### src/rtl/tx_rd_req_tlp_gen_pkg.sv
// Shared constants, state encoding and header helper for the MRd64 generator.
// Used by tx_rd_req_tlp_gen; TX_RD_REQ_SPLIT_EN selects the split-chunk variant.
package tx_rd_req_tlp_gen_pkg;

    localparam logic [6:0]  FMT_TYPE_MRD64 = 7'b010_0000;
    localparam logic [9:0]  LEN_FULL       = 10'h080;
    localparam logic [9:0]  LEN_HALF       = 10'h040;
    localparam logic [63:0] SPLIT_OFFSET   = 64'h100;

    typedef enum logic [6:0] {
        IDLE     = 7'b000_0001,
        WAIT_BUF = 7'b000_0010,
        WAIT_GNT = 7'b000_0100,
        HDR0     = 7'b000_1000,
        HDR1     = 7'b001_0000,
        ACK      = 7'b010_0000,
        COOL     = 7'b100_0000
    } state_e;

    // DW0: R, fmt/type, R, TC, R, TD, EP, attr, R, length
    function automatic logic [31:0] mrd_dw0(input logic [9:0] len);
        return {1'b0, FMT_TYPE_MRD64, 1'b0, 3'b000, 4'h0,
                1'b0, 1'b0, 2'b00, 2'b00, len};
    endfunction

endpackage

### src/rtl/tx_rd_req_tlp_gen.sv
// Issues MRd64 read-request TLPs on the TRN TX bus, one 512-byte chunk per request.
// Define TX_RD_REQ_SPLIT_EN to send each chunk as two 64-DW reads instead of one.
module tx_rd_req_tlp_gen
    import tx_rd_req_tlp_gen_pkg::*;
#(
    parameter int TAG_W = 5
) (
    input  logic        trn_clk,
    input  logic        reset_n,
    input  logic        read_chunk,
    input  logic [63:0] huge_page_addr_read_from,
    output logic        read_chunk_ack,
    input  logic [15:0] cfg_completer_id,
    input  logic [3:0]  trn_tbuf_av,
    output logic        tx_req,
    input  logic        tx_grant,
    output logic [63:0] trn_td,
    output logic [7:0]  trn_trem_n,
    output logic        trn_tsof_n,
    output logic        trn_teof_n,
    output logic        trn_tsrc_rdy_n,
    output logic        trn_tsrc_dsc_n,
    input  logic        trn_tdst_rdy_n
);

    state_e           state;
    state_e           state_nxt;
    logic [63:0]      addr_q;
    logic [TAG_W-1:0] tag_q;
    logic             accept;
    logic             last_tlp;
    logic [9:0]       len;
    logic [63:0]      cur_addr;
    logic [31:0]      dw0;
    logic [31:0]      dw1;
    logic [31:0]      dw2;
    logic [31:0]      dw3;
    logic             unused_tbuf;

    assign unused_tbuf    = ^{trn_tbuf_av[3:2], trn_tbuf_av[0]};
    assign trn_trem_n     = 8'h00;
    assign trn_tsrc_dsc_n = 1'b1;
    assign accept         = !trn_tsrc_rdy_n && !trn_tdst_rdy_n;

`ifdef TX_RD_REQ_SPLIT_EN
    logic second_q;

    always_ff @(posedge trn_clk or negedge reset_n) begin
        if (!reset_n) begin
            second_q <= 1'b0;
        end else if (state == HDR1 && accept) begin
            second_q <= !second_q;
        end
    end

    assign last_tlp = second_q;
    assign len      = LEN_HALF;
    assign cur_addr = second_q ? addr_q + SPLIT_OFFSET : addr_q;
`else
    assign last_tlp = 1'b1;
    assign len      = LEN_FULL;
    assign cur_addr = addr_q;
`endif

    assign dw0 = mrd_dw0(len);
    assign dw1 = {cfg_completer_id, 8'(tag_q), 4'hF, 4'hF};
    assign dw2 = cur_addr[63:32];
    assign dw3 = cur_addr[31:0] & 32'hFFFF_FFFC;

    always_comb begin
        state_nxt = state;
        unique case (state)
            IDLE:     if (read_chunk) state_nxt = WAIT_BUF;
            WAIT_BUF: if (trn_tbuf_av[1]) state_nxt = WAIT_GNT;
            WAIT_GNT: if (tx_grant) state_nxt = HDR0;
            HDR0:     if (accept) state_nxt = HDR1;
            HDR1:     if (accept) state_nxt = last_tlp ? ACK : WAIT_BUF;
            ACK:      state_nxt = COOL;
            COOL:     state_nxt = IDLE;
            default:  state_nxt = IDLE;
        endcase
    end

    // Bus outputs are registered from the next state so they hold under backpressure.
    always_ff @(posedge trn_clk or negedge reset_n) begin
        if (!reset_n) begin
            state          <= IDLE;
            addr_q         <= '0;
            tag_q          <= '0;
            read_chunk_ack <= 1'b0;
            tx_req         <= 1'b0;
            trn_td         <= '0;
            trn_tsof_n     <= 1'b1;
            trn_teof_n     <= 1'b1;
            trn_tsrc_rdy_n <= 1'b1;
        end else begin
            state <= state_nxt;
            if (state == IDLE && read_chunk) begin
                addr_q <= huge_page_addr_read_from;
            end
            if (state == HDR1 && accept) begin
                tag_q <= tag_q + TAG_W'(1);
            end
            read_chunk_ack <= (state_nxt == ACK);
            tx_req         <= (state_nxt == WAIT_GNT) ||
                              (state_nxt == HDR0) ||
                              (state_nxt == HDR1);
            trn_tsof_n     <= (state_nxt != HDR0);
            trn_teof_n     <= (state_nxt != HDR1);
            trn_tsrc_rdy_n <= !((state_nxt == HDR0) ||
                                (state_nxt == HDR1));
            if (state_nxt == HDR0) begin
                trn_td <= {dw0, dw1};
            end else if (state_nxt == HDR1) begin
                trn_td <= {dw2, dw3};
            end else begin
                trn_td <= '0;
            end
        end
    end

endmodule
### config.mk
export PLATFORM = sky130hd
export DESIGN_NAME = tx_rd_req_tlp_gen
export DESIGN_NICKNAME = d
export VERILOG_FILES = /design/src/rtl/tx_rd_req_tlp_gen_pkg.sv /design/src/rtl/tx_rd_req_tlp_gen.sv
export SDC_FILE = /design/constraint.sdc
export NUM_CORES = 1
export LEC_CHECK = 0
export CAP_MARGIN = 20
export CORE_UTILIZATION = 50
export CTS_CLUSTER_SIZE = 25
export DETAILED_ROUTE_END_ITERATION = 10
export PLACE_DENSITY = 0.88
export SKIP_CTS_REPAIR_TIMING = 1
export SLEW_MARGIN = 0
export SYNTH_ARGS = -nofsm -noshare
export SYNTH_HDL_FRONTEND = slang
export SYNTH_SLANG_ARGS = --single-unit
### constraint.sdc
create_clock -name trn_clk -period 6.3 [get_ports trn_clk]
set_clock_uncertainty 0.05 [all_clocks]
set_input_delay 1.26 -clock trn_clk [delete_from_list [all_inputs] [get_ports trn_clk]]
set_output_delay 1.26 -clock trn_clk [all_outputs]
set_load 0.01 [all_outputs]
# ---- Yosys cells after proc, flatten, opt, wreduce, memory -nomap -nowiden
# Index checks and enable logic that the tools add are counted.
dict set report totals {
  input_bits 89
  out_inout_bits 78
  register_bits 145
  elab_cells 39
}
dict set report op_classes {
  mux 8
  n_addsub 1
  n_eq_ne 12
  n_reduce_logical 9
}
# operator count
set op_table {}
lappend op_table {{$mux 64} 2}
lappend op_table {{$pmux 7 s6} 1}
lappend op_table {{$mux 7} 5}
lappend op_table {{$eq 7x3->1 const B} 2}
lappend op_table {{$eq 7x4->1 const B} 2}
lappend op_table {{$eq 7x5->1 const B} 2}
lappend op_table {{$eq 7x6->1 const B} 2}
lappend op_table {{$eq 7x1->1 const B} 1}
lappend op_table {{$eq 7x2->1 const B} 1}
lappend op_table {{$ne 7x4->1 const B} 1}
lappend op_table {{$ne 7x5->1 const B} 1}
lappend op_table {{$add 5x1->5 const B} 1}
lappend op_table {{$logic_and 1x1->1} 3}
lappend op_table {{$logic_not 1->1} 3}
lappend op_table {{$logic_or 1x1->1} 3}

# ---- Longest topological paths before layout
dict set report depth {
  word_depth 7
  ltp_mapped 7
  ltp_nobuf 4
}

# ---- Worst setup path before layout
# No wires, ideal clock.
dict set report synth_path {
  path_type {input -> register}
  startpoint {in trn_tdst_rdy_n}
  endpoint {reg trn_td[16]}
  setup_slack_ns 3.739
  path_stages 6
  setup_time_ns 0.066
  arrival_time_ns 2.445
  required_time_ns 6.184
  path_buffers 2
  path_cell_list {nor2_1 -> nand3b_1 -> a21oi_1 -> clkbuf_1 -> clkbuf_1 -> a22o_1}
}
dict set report synth_via {
  elab_chain_cells 7
  elab_cells_between_ends 9
  classes_between {2 x eq/ne; 5 x mux; 2 x reduce/logical}
}
# item line_no
set synth_rtl {}
lappend synth_rtl {{from (decl)} tx_rd_req_tlp_gen.sv:23} ;# input logic trn_tdst_rdy_n
lappend synth_rtl {{$logic_not 1->1 (*)} tx_rd_req_tlp_gen.sv:43} ;# assign accept = !trn_tsrc_rdy_n && !trn_tdst_rdy_n;
lappend synth_rtl {{$logic_and 1x1->1 (*)} tx_rd_req_tlp_gen.sv:43}
lappend synth_rtl {{$mux 7, on equally long branches} {tx_rd_req_tlp_gen.sv:77, tx_rd_req_tlp_gen.sv:76}}
lappend synth_rtl {{$pmux 7 s6 (*)} tx_rd_req_tlp_gen.sv:72} ;# unique case (state)
lappend synth_rtl {{$eq 7x5->1} tx_rd_req_tlp_gen.sv:114} ;# end else if (state_nxt == HDR1) begin
lappend synth_rtl {{$mux 64} tx_rd_req_tlp_gen.sv:114}
lappend synth_rtl {{$mux 64 (*)} tx_rd_req_tlp_gen.sv:112} ;# if (state_nxt == HDR0) begin
lappend synth_rtl {{to (signal assigned)} tx_rd_req_tlp_gen.sv:113} ;# trn_td <= {dw0, dw1};
lappend synth_rtl {{to (signal assigned)} tx_rd_req_tlp_gen.sv:115} ;# trn_td <= {dw2, dw3};
lappend synth_rtl {{to (decl)} tx_rd_req_tlp_gen.sv:17} ;# output logic [63:0] trn_td,
# Every way passes the cells marked *; elsewhere a longest branch is shown, timed or not.
# A chain may end at the register's enable or synchronous reset.

# ---- Final worst setup path
dict set report layout_path {
  startpoint {in read_chunk}
  endpoint {reg addr_q[13]}
}
dict set report layout_via {
  elab_chain_cells 1
}
# item line_no
set layout_rtl {}
lappend layout_rtl {{from (decl)} tx_rd_req_tlp_gen.sv:10} ;# input logic read_chunk,
lappend layout_rtl {{$logic_and 1x1->1} tx_rd_req_tlp_gen.sv:98} ;# if (state == IDLE && read_chunk) begin
lappend layout_rtl {{to (signal assigned)} tx_rd_req_tlp_gen.sv:99} ;# addr_q <= huge_page_addr_read_from;
lappend layout_rtl {{to (decl)} tx_rd_req_tlp_gen.sv:28} ;# logic [63:0] addr_q;
# No other way between the ends.

==> impl_metrics.tcl <==
set metrics [dict create \
    setup_violations 0 \
    async_reset_ff_frac 1.000 \
    setup_tns_ns 0 \
    switching_share 0.2496 \
    viasPerCell 5.011 \
    reg2reg_slack_ns 3.34 \
    avgSynthCellArea_um2 14.97 \
    seqCellArea_mm2 0.003558 \
    first_pass_iters 4 \
    row_count 37 \
    yosysUniqueCellTypes 38 \
    yosysWarnings 0 \
    synth_commonest_cells "dfrtp_1 (138), mux2_2 (63), and2_1 (33), a22o_1 (21)" \
    status "finished clean" \
    synth_area_leaders "dfrtp_1 (65%), mux2_2 (13%), and2_1 (3.9%)" \
    multi_input_area_mm2 0.001565 \
    reg2reg_depth 4 \
    critPathArrivalTime_ns 3.46 \
    switchingPower_mw 0.6509 \
    clockPowerShare 0.343 \
    vdd_drop_max_v 0.0001953 \
    detail-route-antenna-nets 0 \
    slew_headroom 0.3466 \
    crit_buf_inv 2 \
    grt_usage 0.2113 \
    worstSetupStartpointType "input port" \
    crit_path_max_incr_delay_ns 0.76 \
    worst_hold_path_type "flop to flop" \
    gp_congestion 0.7924 \
    post-synth-top-count-cell "dfrtp_1" \
    grt_pass1_vias 3461 \
    synth_edf_count 0 \
    cts_sinks 142 \
    drv_slew 0 \
    yosysTopAreaCell "dfrtp_1" \
    grt_overflow 0 \
    yosysSeqAreaShare 0.6714 \
    worst_skew_pair.late_latency_ns 0.51 \
    synth-seq-cells 142 \
    ys.flop_type "dfrtp_1" \
    cp_data_required_time_ns 6.64 \
    rsz0062_at_grt "no" \
    clockRootBuffer "clkbuf_8" \
    placed_cell_area_mm2 0.006873 \
    cts_tree "yes" \
    port_buffers 152 \
    drive_above_1_share 0.2108 \
    timing.rr.start "state[4]$_DFF_PN0_" \
    die_x_um 105.0 \
    regToRegEndpoint "addr_q[13]$_DFFE_PN0P_" \
    power_frac_comb 0.179 \
    antenna_found_initial 0 \
    worstMarginPinSlew_ns 0.9770 \
    sequentialPowerShare 0.478 \
    drt_iter0_drc 209 \
    crit_cells 5 \
    remaining_drc_errors 0 \
    grt_max_degree 74 \
    floorplan.initialDensity 0.5157 \
    worstPathCellList "clkdlybuf4s50_1 -> nand3_1 -> nor3_4 -> buf_4 -> mux2_2" \
    dpl.hpwl_um 7357 \
    num_vias 3272 \
    diodes 0 \
    clockBufferDepth 2 \
    period_share 0.4960 \
    finalWirelength_um 10820 \
    die_y_um 105.0 \
    nFillCells 684 \
    fin_nets 596 \
    worstHoldStart "addr_q[4]$_DFFE_PN0P_" \
    io_pins 167 \
    path_max_fanout 23 \
    synth_cells 354 \
    p_leak_nw 3.305 \
    grt_pass1_wl_um 17550 \
    finalHoldViolCount 0 \
    p_per_area_mw_per_mm2 352.0 \
    cap_violations 0 \
    cts_made_buffers 17 \
    post-route-util 0.7210 \
    syn_area_mm2 0.005300 \
    core_area_mm2 0.01028 \
    fin_area_mm2 0.007410 \
    h-tree-depth 4 \
    whs_path_depth 1 \
    period_needed_ns 3.125 \
    slowest_stage "nor3_4" \
    dieArea_mm2 0.01102 \
    hold_path_end "trn_td[4]$_DFF_PN0_" \
    synth_top_area_frac 0.6516 \
    clock.fmax_mhz 320.0 \
    clk_pin_slew_ns 0.06 \
    intPower_mw 1.957 \
    critical_path.top_delay_family "buffers and inverters" \
    endpoint_kind "flop" \
    areaGrowthSynthToFinish_pct 39.80 \
    criticalPathCategory "input port to flop" \
    wire_per_inst_um 16.57 \
]
==> state kept, by name, summed over array words and instances, names as in the netlist, 5 cells and up <==
name,flops
trn_td,63
addr_q,62
state,7
tag_q,5
==> placed cells by master (no fill, tap or decap), drive strengths merged <==
master and n:
o31a 1, buf 6, and3b 1, clkinvlp 3, clkbuf 19, and2 33, dfrtp 138, nand4 2
nor4 4, bufinv 1, o32ai 1, nor4b 2, nand3b 3, or3 2, nor3b 1, ha 1
nand2 3, or4b 1, nor2 6, conb 9, a21oi 4, o211ai 1, clkdlybuf4s50 151, nor3 5
nand3 1, a21o 8, clkinv 7, mux2 63, or4 1, xnor2 4, inv 5, o21ai 2
a22o 21, o21a 1, xor2 2, dfstp 4
==> how the worst max path moves through the flow <==
stage / from / end / slack (ns)
global route: read_chunk / addr_q[3]$_DFFE_PN0P_ / 3.12
CTS: read_chunk / addr_q[13]$_DFFE_PN0P_ / 3.17
detailed placement: read_chunk / addr_q[38]$_DFFE_PN0P_ / 2.65
finish: read_chunk / addr_q[13]$_DFFE_PN0P_ / 3.18
global placement: read_chunk / addr_q[12]$_DFFE_PN0P_ / 2.66
floorplan: trn_tdst_rdy_n / trn_td[16]$_DFF_PN0_ / 3.74
==> kinds of logic after synthesis <==
family,after synthesis,share of synthesized area
AOI/OAI and AO/OA,39,0.05784
xor gates and xnor gates,6,0.009915
adders and majority gates,1,0.002360
buffers and inverters,36,0.04202
DFF,142,0.6714
muxes,63,0.1339
other,2,0.001417
and+or+nand+nor,65,0.08121
==> final cells by class <==
cell class | instances | area share
Multi-Input combinational cell | 183 | 0.2112
Clock buffer | 19 | 0.05961
Inverter | 5 | 0.002533
Tap cell | 136 | 0.02297
Timing Repair Buffer | 157 | 0.2106
Sequential cell | 142 | 0.4802
Clock inverter | 11 | 0.01283
==> metrics by stage <==
stage	hold slack, ns	setup slack (ns)	total power [mW]	instances
6_report	0.4172	3.175	2.608	653
5_1_grt	0.4412	3.116	2.742	653
4_1_cts	0.4242	3.172	2.638	653
3_5_place_dp	0.4109	2.649	1.737	623
3_3_place_gp	0.4042	2.659	1.690	623
2_1_floorplan	0.3956	3.739	1.586	361
==> power by group through the flow <==
stage               logic, mW  clock network [mW]  registers, mW
CTS                     0.477               0.912           1.25
global route            0.508               0.959           1.27
floorplan               0.365                   0           1.22
global placement        0.449                   0           1.24
finish                  0.467               0.895           1.25
detailed placement      0.472                   0           1.26
==> per-layer routing <==
layer	global-route usage	vias to the layer above	share of wire
met4	0.06942	0	0.0067
met3	0.08422	6	0.075
met2	0.3529	114	0.52
met5	0	-	0
li1	-	1504	-
met1	0.2497	1648	0.40
Note: power is estimated with default switching activity, not from simulation.
